===== config.mk =====
export PLATFORM = sky130hd
export DESIGN_NAME = z80_irq_sched
export DESIGN_NICKNAME = d
export VERILOG_FILES = /design/src/rtl/z80_irq_pkg.sv /design/src/rtl/z80_nmi_queue.sv /design/src/rtl/z80_irq_sched.sv
export SDC_FILE = /design/constraint.sdc
export NUM_CORES = 1
export LEC_CHECK = 0
export ABC_AREA = 1
export CAP_MARGIN = 10
export CORE_ASPECT_RATIO = 0.7
export CORE_UTILIZATION = 40
export DETAILED_ROUTE_END_ITERATION = 7
export GPL_TIMING_DRIVEN = 0
export PLACE_DENSITY = 0.72
export SLEW_MARGIN = 40
export SYNTH_ARGS = -nofsm -noshare
export SYNTH_HDL_FRONTEND = slang
export SYNTH_SLANG_ARGS = --single-unit

===== constraint.sdc =====
create_clock -name clk -period 1.6 [get_ports clk]
set_clock_uncertainty 0.05 [all_clocks]
set_input_delay 0.32 -clock clk [delete_from_list [all_inputs] [get_ports clk]]
set_output_delay 0.32 -clock clk [all_outputs]
set_load 0.02 [all_outputs]

===== src/rtl/z80_irq_pkg.sv =====
// Shared types and constants for the Z80 interrupt scheduler (z80_irq_sched).
// Optional status word is built only when Z80_IRQ_STATUS_EN is defined.
package z80_irq_pkg;

  typedef enum logic {
    I_IDLE   = 1'b0,
    I_ASSERT = 1'b1
  } int_state_e;

  typedef enum logic [1:0] {
    N_IDLE   = 2'd0,
    N_ASSERT = 2'd1,
    N_GAP    = 2'd2
  } nmi_state_e;

  // irq_status bit positions
  localparam int STAT_EN_BIT   = 0;
  localparam int STAT_PEND_LSB = 1;
  localparam int STAT_OVF_BIT  = 3;
  localparam int STAT_MISS_LSB = 4;

  localparam int DEF_IRQ_HOLD     = 4096;
  localparam int DEF_NMI_GAP      = 16;
  localparam int DEF_NMI_QDEPTH_W = 2;

  function automatic logic [3:0] sat_inc4(input logic [3:0] v);
    return (v == 4'hF) ? v : v + 4'd1;
  endfunction

endpackage


===== src/rtl/z80_nmi_queue.sv =====
// Saturating NMI pending counter plus NMI request FSM with a mandatory low gap,
// so every queued sound command reaches the Z80 as a separate falling edge.
module z80_nmi_queue
  import z80_irq_pkg::*;
#(
  parameter int NMI_GAP  = DEF_NMI_GAP,
  parameter int QDEPTH_W = DEF_NMI_QDEPTH_W
) (
  input  logic                clk,
  input  logic                reset,
  input  logic                nmi_trig,
  input  logic                nmiack,
  output logic                nmireq,
  output logic [QDEPTH_W-1:0] pend_count,
  output logic                ovf_pulse
);

  localparam int GW = (NMI_GAP > 1) ? $clog2(NMI_GAP) : 1;
  localparam logic [GW-1:0]       GAP_LAST = GW'(NMI_GAP - 1);
  localparam logic [QDEPTH_W-1:0] CNT_MAX  = '1;

  nmi_state_e          state_q, state_d;
  logic [QDEPTH_W-1:0] count_q, count_d;
  logic [GW-1:0]       gap_q, gap_d;
  logic                deq;

  always_comb begin
    state_d   = state_q;
    gap_d     = gap_q;
    count_d   = count_q;
    deq       = 1'b0;
    ovf_pulse = 1'b0;

    case (state_q)
      N_IDLE: begin
        if (count_q != '0) state_d = N_ASSERT;
      end
      N_ASSERT: begin
        if (nmiack) begin
          state_d = N_GAP;
          gap_d   = '0;
          deq     = 1'b1;
        end
      end
      N_GAP: begin
        if (gap_q == GAP_LAST) state_d = N_IDLE;
        else                   gap_d   = gap_q + GW'(1);
      end
      default: state_d = N_IDLE;
    endcase

    // A trigger and a dequeue in the same cycle cancel out
    if (nmi_trig && !deq) begin
      if (count_q == CNT_MAX) ovf_pulse = 1'b1;
      else                    count_d   = count_q + QDEPTH_W'(1);
    end else if (!nmi_trig && deq) begin
      count_d = count_q - QDEPTH_W'(1);
    end
  end

  always_ff @(posedge clk) begin
    if (reset) begin
      state_q <= N_IDLE;
      count_q <= '0;
      gap_q   <= '0;
    end else begin
      state_q <= state_d;
      count_q <= count_d;
      gap_q   <= gap_d;
    end
  end

  assign nmireq     = (state_q == N_ASSERT);
  assign pend_count = count_q;

endmodule


===== src/rtl/z80_irq_sched.sv =====
// Per-CPU Z80 interrupt scheduler: VBLANK rise -> INT with hold timeout, sound
// latch -> queued NMI. Define Z80_IRQ_STATUS_EN to build the irq_status counters.
module z80_irq_sched
  import z80_irq_pkg::*;
#(
  parameter int IRQ_HOLD     = DEF_IRQ_HOLD,
  parameter int NMI_GAP      = DEF_NMI_GAP,
  parameter int NMI_QDEPTH_W = DEF_NMI_QDEPTH_W
) (
  input  logic       clk,
  input  logic       reset,
  input  logic       vblank,
  input  logic       irq_en_wr,
  input  logic       irq_en_din,
  input  logic       nmi_trig,
  input  logic       intack,
  input  logic       nmiack,
  output logic       intreq,
  output logic       nmireq,
  output logic [7:0] irq_status
);

  localparam int HW = $clog2(IRQ_HOLD);
  localparam logic [HW-1:0] HOLD_LAST = HW'(IRQ_HOLD - 1);

  int_state_e              int_state_q, int_state_d;
  logic [HW-1:0]           hold_q, hold_d;
  logic                    vblank_d_q;
  logic                    irq_en_q, irq_en_d;
  logic                    rise;
  logic                    missed_evt;
  logic [NMI_QDEPTH_W-1:0] pend_count;
  logic                    nmi_ovf;

  assign rise = vblank & ~vblank_d_q;

  always_comb begin
    int_state_d = int_state_q;
    hold_d      = hold_q;
    missed_evt  = 1'b0;
    irq_en_d    = irq_en_wr ? irq_en_din : irq_en_q;

    case (int_state_q)
      I_IDLE: begin
        // irq_en_q is the pre-write value, so a coincident write does not gate this rise
        if (rise && irq_en_q) begin
          int_state_d = I_ASSERT;
          hold_d      = '0;
        end
      end
      I_ASSERT: begin
        if (intack || (irq_en_wr && !irq_en_din)) begin
          int_state_d = I_IDLE;
        end else if (hold_q == HOLD_LAST) begin
          int_state_d = I_IDLE;
          missed_evt  = 1'b1;
        end else begin
          hold_d = hold_q + HW'(1);
        end
      end
      default: int_state_d = I_IDLE;
    endcase
  end

  always_ff @(posedge clk) begin
    if (reset) begin
      int_state_q <= I_IDLE;
      hold_q      <= '0;
      vblank_d_q  <= 1'b0;
      irq_en_q    <= 1'b0;
    end else begin
      int_state_q <= int_state_d;
      hold_q      <= hold_d;
      vblank_d_q  <= vblank;
      irq_en_q    <= irq_en_d;
    end
  end

  assign intreq = (int_state_q == I_ASSERT);

  z80_nmi_queue #(
    .NMI_GAP  (NMI_GAP),
    .QDEPTH_W (NMI_QDEPTH_W)
  ) u_nmi_queue (
    .clk        (clk),
    .reset      (reset),
    .nmi_trig   (nmi_trig),
    .nmiack     (nmiack),
    .nmireq     (nmireq),
    .pend_count (pend_count),
    .ovf_pulse  (nmi_ovf)
  );

`ifdef Z80_IRQ_STATUS_EN
  logic [3:0]              missed_q, missed_d;
  logic                    ovf_sticky_q, ovf_sticky_d;
  logic [NMI_QDEPTH_W+1:0] pend_ext;

  always_comb begin
    missed_d     = missed_evt ? sat_inc4(missed_q) : missed_q;
    ovf_sticky_d = ovf_sticky_q | nmi_ovf;
  end

  always_ff @(posedge clk) begin
    if (reset) begin
      missed_q     <= '0;
      ovf_sticky_q <= 1'b0;
    end else begin
      missed_q     <= missed_d;
      ovf_sticky_q <= ovf_sticky_d;
    end
  end

  assign pend_ext = {2'b00, pend_count};
  assign irq_status[STAT_MISS_LSB +: 4] = missed_q;
  assign irq_status[STAT_OVF_BIT]       = ovf_sticky_q;
  assign irq_status[STAT_PEND_LSB +: 2] = pend_ext[1:0];
  assign irq_status[STAT_EN_BIT]        = irq_en_q;
`else
  logic unused_status;
  assign unused_status = ^{missed_evt, nmi_ovf, pend_count};
  assign irq_status    = 8'h00;
`endif

endmodule


==> flow_summary.yaml, run 1 <==
sta:
  holdWs_ns: 0.443
  final_max_slew_viol_count: 0
  hold_viol: 0
  setup_viol: 0
  fin_crit_sh_pct: 96.2
  final.min_clock_period_ns: 1.54
  fmax_mhz: 649
  layout_setup_ws_ns: 0.0601
  maxSlewHeadroom_pct: 62.1
  tightest_slew_ns: 0.569
finish:
  fin_util_pct: 51.1
  final_cells: 263
  fin_area_sq_um: 1630
  areaGrowthSynthToFinish_pct: 20.8
  layout-drive-gt1-share_pct: 16.9
  antenna_cells: 0
  fin_nets: 236
setup_path:
  cp_max_fo: 10
  crit_family: "simple AND/OR/NAND/NOR gates"
  crit_slowest_cell: "dfxtp_4"
  critPathMaxStageDelay_ns: 0.37
  critPathBufInv: 1
  crit_chain: "ha_4 -> nand2_2 -> nor2_4 -> nand3_2 -> nand2_4 -> nand2_8 -> clkbuf_16 -> a21oi_2 -> nor2_1"
  arrival_ns: 1.66
  worst_setup_path_start_kind: "register"
  required_ns: 1.72
  crit_type: "register to register"
  end_kind: "register"
grt:
  grt_pass1_wl_um: 4810
  overflow: 0
  grt_use_met3_pct: 3.82
  grt_max_degree: 13
  grt.total_usage_pct: 17.0
  top_usage_layer: "met1"
  antenna_found_initial: 0
  grt_use_met1_pct: 25.1
  met2_usage_pct: 25.1
  grt_pass1_vias: 1078
power:
  share_comb_of_total_power_pct: 17.3
  peakVddDrop_v: 0.000304
  switching_share_pct: 27.6
  power_frac_clock_pct: 30.6
  leakage_nw: 0.673
  powerDensity_nw_per_um2: 728
  power_frac_seq_pct: 52.1
  intPower_mw: 0.859
  netSwitchingPower_mw: 0.328
synthesis:
  synth.yosys.seq_area_share_pct: 34.1
  syn_inst: 201
  yosysWarnings: 0
  yosys.area.top_type: "dfxtp_1"
  synthDistinctLibCells: 29
  synth-seq-cells: 23
  synth_area_leaders: "dfxtp_1, nand2_1, nor2_1"
  synth.avg_cell_area_sq_um: 6.72
  synthesis.area_sq_um: 1350
  yosys.area.top_type_share_pct: 34.1
place:
  dp_hpwl_um: 2010
  pre_cts_slack_ns: -0.246
  place.gp.congestion: 0.857
  dpl_cell_area_sq_um: 1500
  port_buffers: 8
  dpl.cell_count: 254
outcome:
  outcome: "finished clean"
cts:
  cts.sinks: 23
  insertion_delay_ns: 0.26
  tritoncts: "done"
  clockBufferDepth: 2
  cts-buffers-inserted: 3
  cts_max_level: 1
  clockRootBuffer: "clkbuf_8"
  clk_transition_reported_paths_ns: 0.08
  hold_buffers: 0
floorplanning:
  die_w_um: 71.4
  die_area_sq_um: 3610
  initial_core_util_pct: 42.3
  num_io_pins: 18
  dieHeight_um: 50.6
  num_rows: 17
  core-area_sq_um: 3190
routing:
  postRouteWirelength_um: 2860
  ant_nets: 0
  drtIter0Drc: 72
  wl_per_cell_um: 10.9
  viasPerCell: 4.78
  drc: 0
  first_pass_iters: 4
  via_count: 1258
hold_path:
  hold_path_class: "register to register"
run:
  maxCapViolations: 0
-- worst min-delay path: cells and delay by family, from the launching register on --
family / cells / cell delay [ns]
simple gates: 1 / 0.06
compound gates: 1 / 0.05
flops: 1 / 0.33
-- layout make-up --
type | instances | area [sq um]
fillers | 326 | 1560
multi-input cells | 157 | 783
flip-flops and latches | 23 | 468
repair buffers | 13 | 133
plain buffers | 12 | 91.3
inverters | 16 | 62.6
well taps | 38 | 47.5
clock buffers | 4 | 45.0
-- cells in the mapped netlist --
cell,number
o21ai_1,1
nand4_1,1
nor3_1,6
nand2_2,1
nor2_4,1
a21oi_1,10
conb_1,1
and2_1,1
nor3_4,1
nand3_2,2
nand3_1,15
nand2_4,2
and3_1,1
inv_4,1
buf_8,1
o211ai_1,1
nand3b_1,1
o21bai_1,1
a21oi_2,7
dfxtp_1,23
clkbuf_1,1
inv_1,15
ha_1,2
buf_4,9
a22oi_1,1
nand2_1,52
buf_2,1
nor2_1,36
o21ai_0,6
-- registers in the layout, summed over array words and instances (netlist names) --
| register | count |
|---|---|
| hold_q | 12 |
| intreq | 1 |
| irq_en_q | 1 |
| u_nmi_queue.gap_q | 4 |
| u_nmi_queue.pend_count | 2 |
| u_nmi_queue.state_q | 2 |
| vblank_d_q | 1 |
-- cell usage in the layout, fill, tap and decap left out, drive strengths merged --
| cell | n |
|---|---|
| a21oi | 17 |
| a22oi | 1 |
| and2 | 1 |
| and3 | 1 |
| buf | 15 |
| clkbuf | 7 |
| clkdlybuf4s50 | 6 |
| conb | 8 |
| dfxtp | 23 |
| dlymetal6s2s | 1 |
| ha | 2 |
| inv | 16 |
| nand2 | 55 |
| nand3 | 17 |
| nand3b | 1 |
| nand4 | 1 |
| nor2 | 37 |
| nor3 | 7 |
| o211ai | 1 |
| o21ai | 7 |
| o21bai | 1 |
-- per-layer routing --
| metal | vias to the layer above | wire length (um) |
|---|---|---|
| met1 | 551 | 1580 |
| met3 | 2 | 164 |
| li1 | 680 | - |
| met4 | 0 | 19 |
| met2 | 25 | 1090 |
| met5 | - | 0 |
-- worst paths after layout --
kind              slack (ns)                  from                   end  cells after the start
hold / removal          0.44  u_nmi_queue.gap_q[1]  u_nmi_queue.gap_q[1]                      2
setup reg to reg        0.06             hold_q[0]             hold_q[4]                      9
hold reg to reg         0.44  u_nmi_queue.gap_q[1]  u_nmi_queue.gap_q[1]                      2
setup / recovery        0.06             hold_q[0]             hold_q[4]                      9
-- power by group through the flow --
stage	logic (mW)	clock network (mW)	registers, mW
finish	0.205	0.363	0.618
global route	0.232	0.398	0.623
CTS	0.192	0.376	0.621
detailed placement	0.193	0	0.634
global placement	0.190	0	0.633
floorplan	0.142	0	0.629
-- repair_timing --
action,in CTS,in global routing
setup endpoints to repair,11,12
setup buffers,1,3
pin swaps,1,2
gates cloned,0,1
resized for setup,4,7
-- logic make-up after synthesis --
family,Yosys count,synth area share (%)
AOI/OAI and AO/OA,27,12.5
adders and majority gates,2,1.85
buffers and inverters,28,11.4
DFF,23,34.1
other,1,0.278
and+or+nand+nor,120,39.9
-- stage by stage --
| step | power, mW | TNS (ns) |
|---|---|---|
| final | 1.19 | 0 |
| after global routing | 1.25 | -0.0206 |
| after CTS | 1.19 | 0 |
| after detailed placement | 0.827 | -2.41 |
| after global placement | 0.824 | -2.35 |
| after floorplan | 0.772 | 0 |
No activity file was read; power rests on OpenSTA's default activity.
==> run 2, diff against run 1 <==
CAP_MARGIN = unset   (was 10)
CTS_BUF_LIST = sky130_fd_sc_hd__clkbuf_4 sky130_fd_sc_hd__clkbuf_8   (was unset)
SETUP_SLACK_MARGIN = 0.15   (was unset)
==> run 2 against run 1 <==
Against the previous run: maximum frequency is 5.4% higher; worst hold slack worse by 0.15 ns; global-route usage is 0.99 points higher; routed wire length is 6.0% higher; power is 3.5% higher; final cell count is 1.5% higher.
==> flow_summary.yaml, run 2 (synthesis results as in run 1) <==
grt:
  overflow: 0
  grt_pass1_wl_um: 5040
  grt.total_usage_pct: 18.0
  grt_max_degree: 13
  antenna_found_initial: 0
  grt_pass1_vias: 1084
finish:
  layout-drive-gt1-share_pct: 28.4
  layout_commonest_cell: "nand2_1"
  fin_util_pct: 55.2
  antenna_cells: 0
  areaGrowthSynthToFinish_pct: 30.5
  largestRegisters: "hold_q: 12 flops, u_nmi_queue.gap_q: 4 flops"
  layout_common_cells: "nand2_1, nor2_1, inv_1"
  fin_nets: 240
  largest-register: "hold_q"
  largest_register_ffs: 12
  final.fill_count: 299
place:
  place.gp.congestion: 0.843
  port_buffers: 8
  dp_hpwl_um: 2060
floorplanning:
  dieHeight_um: 50.6
  core-area_sq_um: 3190
  die_area_sq_um: 3610
  initial_core_util_pct: 42.3
  num_io_pins: 18
  num_rows: 17
  die_w_um: 71.4
sta:
  final_max_slew_viol_count: 0
  maxSlewHeadroom_pct: 64.7
  rsz0062_at_grt: "yes"
  final.min_clock_period_ns: 1.46
  setup_viol: 0
  fmax_mhz: 685
  fin_crit_sh_pct: 91.3
  tightest_slew_ns: 0.530
  hold_viol: 0
routing:
  via_count: 1264
  drtIter0Drc: 63
  postRouteWirelength_um: 3030
  viasPerCell: 4.73
  wl_per_cell_um: 11.3
  ant_nets: 0
  first_pass_iters: 4
  drc: 0
cts:
  tritoncts: "done"
  cts_max_level: 1
  insertion_delay_ns: 0.27
  cts-buffers-inserted: 3
  clk_transition_reported_paths_ns: 0.08
  clockBufferDepth: 2
  clockRootBuffer: "clkbuf_8"
  cts.sinks: 23
power:
  powerDensity_nw_per_um2: 697
  peakVddDrop_v: 0.000337
  total_power_mw: 1.23
  leakage_nw: 0.763
setup_path:
  end_kind: "register"
  reg2reg_to: "hold_q[7]"
  reg2reg_depth: 9
  arrival_ns: 1.58
  r2r_slack_ns: 0.14
  worst_setup_path_start_kind: "register"
  crit_type: "register to register"
  r2r_start: "hold_q[1]"
  cp_max_fo: 5
  required_ns: 1.72
hold_path:
  hold_depth: 3
  hold_end: "irq_en_q"
  hold_path_class: "primary input to register"
  hp-start: "irq_en_wr"
outcome:
  outcome: "finished clean"
run:
  maxCapViolations: 0
-- run 2: cell count changes in the layout (fill, tap and decap cells not counted), moves of 4 or more --
cell	previous run	this run
nand2_4	1	5
nor2_2	0	8
dfxtp_2	0	7
nand2_1	52	47
dfxtp_1	21	14
nor2_1	36	28
-- run 2: worst max path at each step --
stage	slack, ns	from	endpoint
2_1_floorplan	0.15	hold_q[0]	hold_q[5]
3_3_place_gp	-0.21	irq_en_wr	hold_q[6]
3_5_place_dp	-0.22	irq_en_wr	hold_q[7]
4_1_cts	0.08	u_nmi_queue.state_q[0]	nmireq
5_1_grt	0.05	hold_q[4]	hold_q[7]
6_report	0.14	hold_q[1]	hold_q[7]
-- run 2: critical path, cell delays in order (launching register included) --
cell and delay [ns]:
dfxtp_4 0.37, ha_4 0.15, nand2_4 0.06, nor2_4 0.12
nand3_4 0.11, nand2_4 0.11, nand2_8 0.08, buf_8 0.15
a21oi_2 0.11, nor2_1 0.04
-- run 2: report_power, final --
group | total [mW] | leakage [nW] | switching, mW | internal (mW)
clock network | 0.383 | 0.0262 | 0.188 | 0.195
registers | 0.620 | 0.192 | 0.0237 | 0.597
logic | 0.225 | 0.545 | 0.131 | 0.0939
total | 1.23 | 0.763 | 0.343 | 0.886
-- run 2: through the flow --
stage	instances	TNS [ns]	worst slack [ns]	hold slack, ns	cell area [sq um]
floorplan	208	0	0.154	0.377	1390
global route	267	0	0.0536	0.392	1760
detailed placement	254	-2.08	-0.216	0.437	1510
global placement	254	-2.01	-0.207	0.429	1510
finish	267	0	0.139	0.289	1760
CTS	266	0	0.0790	0.425	1690
-- run 2: cell type report --
cell class	count	area (sq um)	share of cell area (%)
inverters	16	62.6	3.55
well taps	38	47.5	2.70
clock buffers	4	48.8	2.77
multi-input cells	157	860	48.8
flip-flops and latches	23	477	27.1
plain buffers	12	91.3	5.18
repair buffers	17	175	9.94
-- run 2: repair_timing --
item / in CTS / in global routing
setup buffers: 7 / 1
gates resized for setup: 15 / 24
hold buffers: 0 / 0
cloned: 1 / 0
pin swaps: 3 / 7
setup endpoints to repair: 14 / 16
-- run 2: metal layers --
| layer | global-route usage, % | vias up | part of all wire [%] |
|---|---|---|---|
| li1 | - | 683 | - |
| met1 | 26.2 | 550 | 52 |
| met2 | 26.8 | 28 | 42 |
| met3 | 4.82 | 3 | 6.1 |
| met4 | 2.33 | 0 | 0.40 |
| met5 | 0 | - | 0 |
==> run 3, diff against run 2 <==
ABC_CLOCK_PERIOD_IN_PS = 1800   (was unset)
clock period = 1.8 ns   (was 1.6 ns; I/O delays follow)
==> run 3 against run 2 <==
Against the previous run: worst setup slack gained 0.091 ns; clock-buffer cell count is the same; critical endpoint unchanged; global-route usage shrank 1.1 points; non-clock buffer count shrank 6.
==> flow_summary.yaml, run 3 (synthesis results as in run 1) <==
outcome:
  outcome: "finished clean"
cts:
  cts.sinks: 23
  cts-buffers-inserted: 3
  cts_max_level: 1
  insertion_delay_ns: 0.26
  clockRootBuffer: "clkbuf_8"
  clockBufferDepth: 2
  hold_buffers: 0
  tritoncts: "done"
  clk_transition_reported_paths_ns: 0.08
finish:
  fin_area_sq_um: 1590
  final_cells: 261
  fin_nets: 234
  layout_common_cells: "nand2_1, nor2_1, dfxtp_1"
  areaGrowthSynthToFinish_pct: 18.0
  final.fill_count: 324
  layout_commonest_cell: "nand2_1"
  largestRegisters: "hold_q: 12 flops, u_nmi_queue.gap_q: 4 flops"
  largest_register_ffs: 12
  multiInputGateArea_sq_um: 774
  antenna_cells: 0
  layout-drive-gt1-share_pct: 16.6
  largest-register: "hold_q"
  regArea_sq_um: 468
floorplanning:
  num_io_pins: 18
  die_area_sq_um: 3610
  core-area_sq_um: 3190
  die_w_um: 71.4
  initial_core_util_pct: 42.3
  num_rows: 17
  dieHeight_um: 50.6
grt:
  grt_pass1_vias: 1074
  grt_pass1_wl_um: 4800
  grt_max_degree: 13
  grt.total_usage_pct: 16.9
  overflow: 0
  antenna_found_initial: 0
setup_path:
  crit_slowest_cell: "dfxtp_4"
  critPathBufInv: 1
  end_kind: "register"
  critPathMaxStageDelay_ns: 0.39
  crit_chain: "ha_4 -> nand2_2 -> nor2_4 -> nand3_2 -> nand2_4 -> nand2_4 -> buf_8 -> a21oi_2 -> nor2_1"
  cp_common_cell: "nand2_4"
  startpoint: "hold_q[0]"
  reg2reg_to: "hold_q[7]"
  required_ns: 1.92
  arrival_ns: 1.69
  crit_family: "simple AND/OR/NAND/NOR gates"
  path_depth: 9
  cp_max_fo: 10
  reg2reg_depth: 9
  r2r_start: "hold_q[0]"
  r2r_slack_ns: 0.23
  critPathCapture: "hold_q[7]"
  crit_type: "register to register"
  worst_setup_path_start_kind: "register"
power:
  powerDensity_nw_per_um2: 665
  leakage_nw: 0.656
  total_power_mw: 1.06
  peakVddDrop_v: 0.000269
place:
  dpl_cell_area_sq_um: 1500
  place.gp.congestion: 0.857
  port_buffers: 8
  dp_hpwl_um: 2010
  dpl.cell_count: 254
routing:
  drtIter0Drc: 52
  viasPerCell: 4.75
  first_pass_iters: 4
  ant_nets: 0
  via_count: 1241
  drc: 0
  wl_per_cell_um: 10.6
  postRouteWirelength_um: 2760
sta:
  hold_viol: 0
  final_max_slew_viol_count: 0
  fmax_mhz: 637
  fin_crit_sh_pct: 87.2
  tightest_slew_ns: 0.568
  final.min_clock_period_ns: 1.57
  maxSlewHeadroom_pct: 62.1
  setup_viol: 0
  rsz0062_at_grt: "yes"
run:
  maxCapViolations: 0
hold_path:
  hold_path_class: "register to register"
==> run 3: cell count changes in the layout (fill, tap and decap cells not counted), moves of 2 or more <==
cell and change:
nand2_4 -3, nand2_1 +5, nor2_1 +8, nand3_4 -2
nor2_2 -8, dfxtp_2 -7, buf_4 -2, buf_6 -3
dfxtp_1 +7
==> run 3: worst min-delay path by stage <==
stage,startpoint,end,slack [ns],cells past startpoint
after CTS,u_nmi_queue.gap_q[1],u_nmi_queue.gap_q[1],0.44,2
after global routing,u_nmi_queue.gap_q[1],u_nmi_queue.gap_q[1],0.48,2
final,u_nmi_queue.gap_q[1],u_nmi_queue.gap_q[1],0.44,2
after floorplan,u_nmi_queue.gap_q[1],u_nmi_queue.gap_q[1],0.41,2
after global placement,u_nmi_queue.gap_q[1],u_nmi_queue.gap_q[1],0.43,2
after detailed placement,u_nmi_queue.gap_q[1],u_nmi_queue.gap_q[1],0.43,2
==> run 3: timing repair <==
item	in CTS	in global routing
setup endpoints to repair	10	12
pin swaps	0	1
setup buffers	0	3
gates resized for setup	4	6
==> run 3: per-stage QoR <==
step                hold WS (ns)  TNS [ns]  util [%]  setup slack [ns]
floorplan                  0.411         0         -             0.308
global placement           0.427    -0.607      47.1           -0.0837
detailed placement         0.432    -0.636      47.1           -0.0862
CTS                        0.445         0      48.8             0.164
global route               0.484         0      49.9             0.143
finish                     0.444         0      49.9             0.231
==> run 3: routing by layer <==
layer  GRT usage [%]  share of wire (%)  up-vias
li1                -                  -      677
met1            24.9                 55      532
met2            25.1                 37       30
met3            3.82                7.0        2
met4            3.00               0.69        0
met5               0                  0        -
==> run 3: layout make-up <==
| type | instances | share of cell area, % |
|---|---|---|
| timing repair buffer | 11 | 6.28 |
| buffer | 12 | 5.73 |
| multi-input combinational | 157 | 48.6 |
| clock buffer | 4 | 3.06 |
| sequential | 23 | 29.4 |
| inverter | 16 | 3.93 |
| tap | 38 | 2.99 |
==> run 3: worst reg2reg max path, stage by stage, from the launching register on <==
cell,delay (ns)
dfxtp_4,0.39
ha_4,0.15
nand2_2,0.08
nor2_4,0.12
nand3_2,0.12
nand2_4,0.13
nand2_4,0.11
buf_8,0.17
a21oi_2,0.11
nor2_1,0.05
==> run 3: where the power goes <==
group          switching (mW)  internal (mW)  total, mW
sequential             0.0199          0.530      0.550
clock                   0.165          0.173      0.338
combinational           0.104         0.0679      0.172
total                   0.288          0.771       1.06
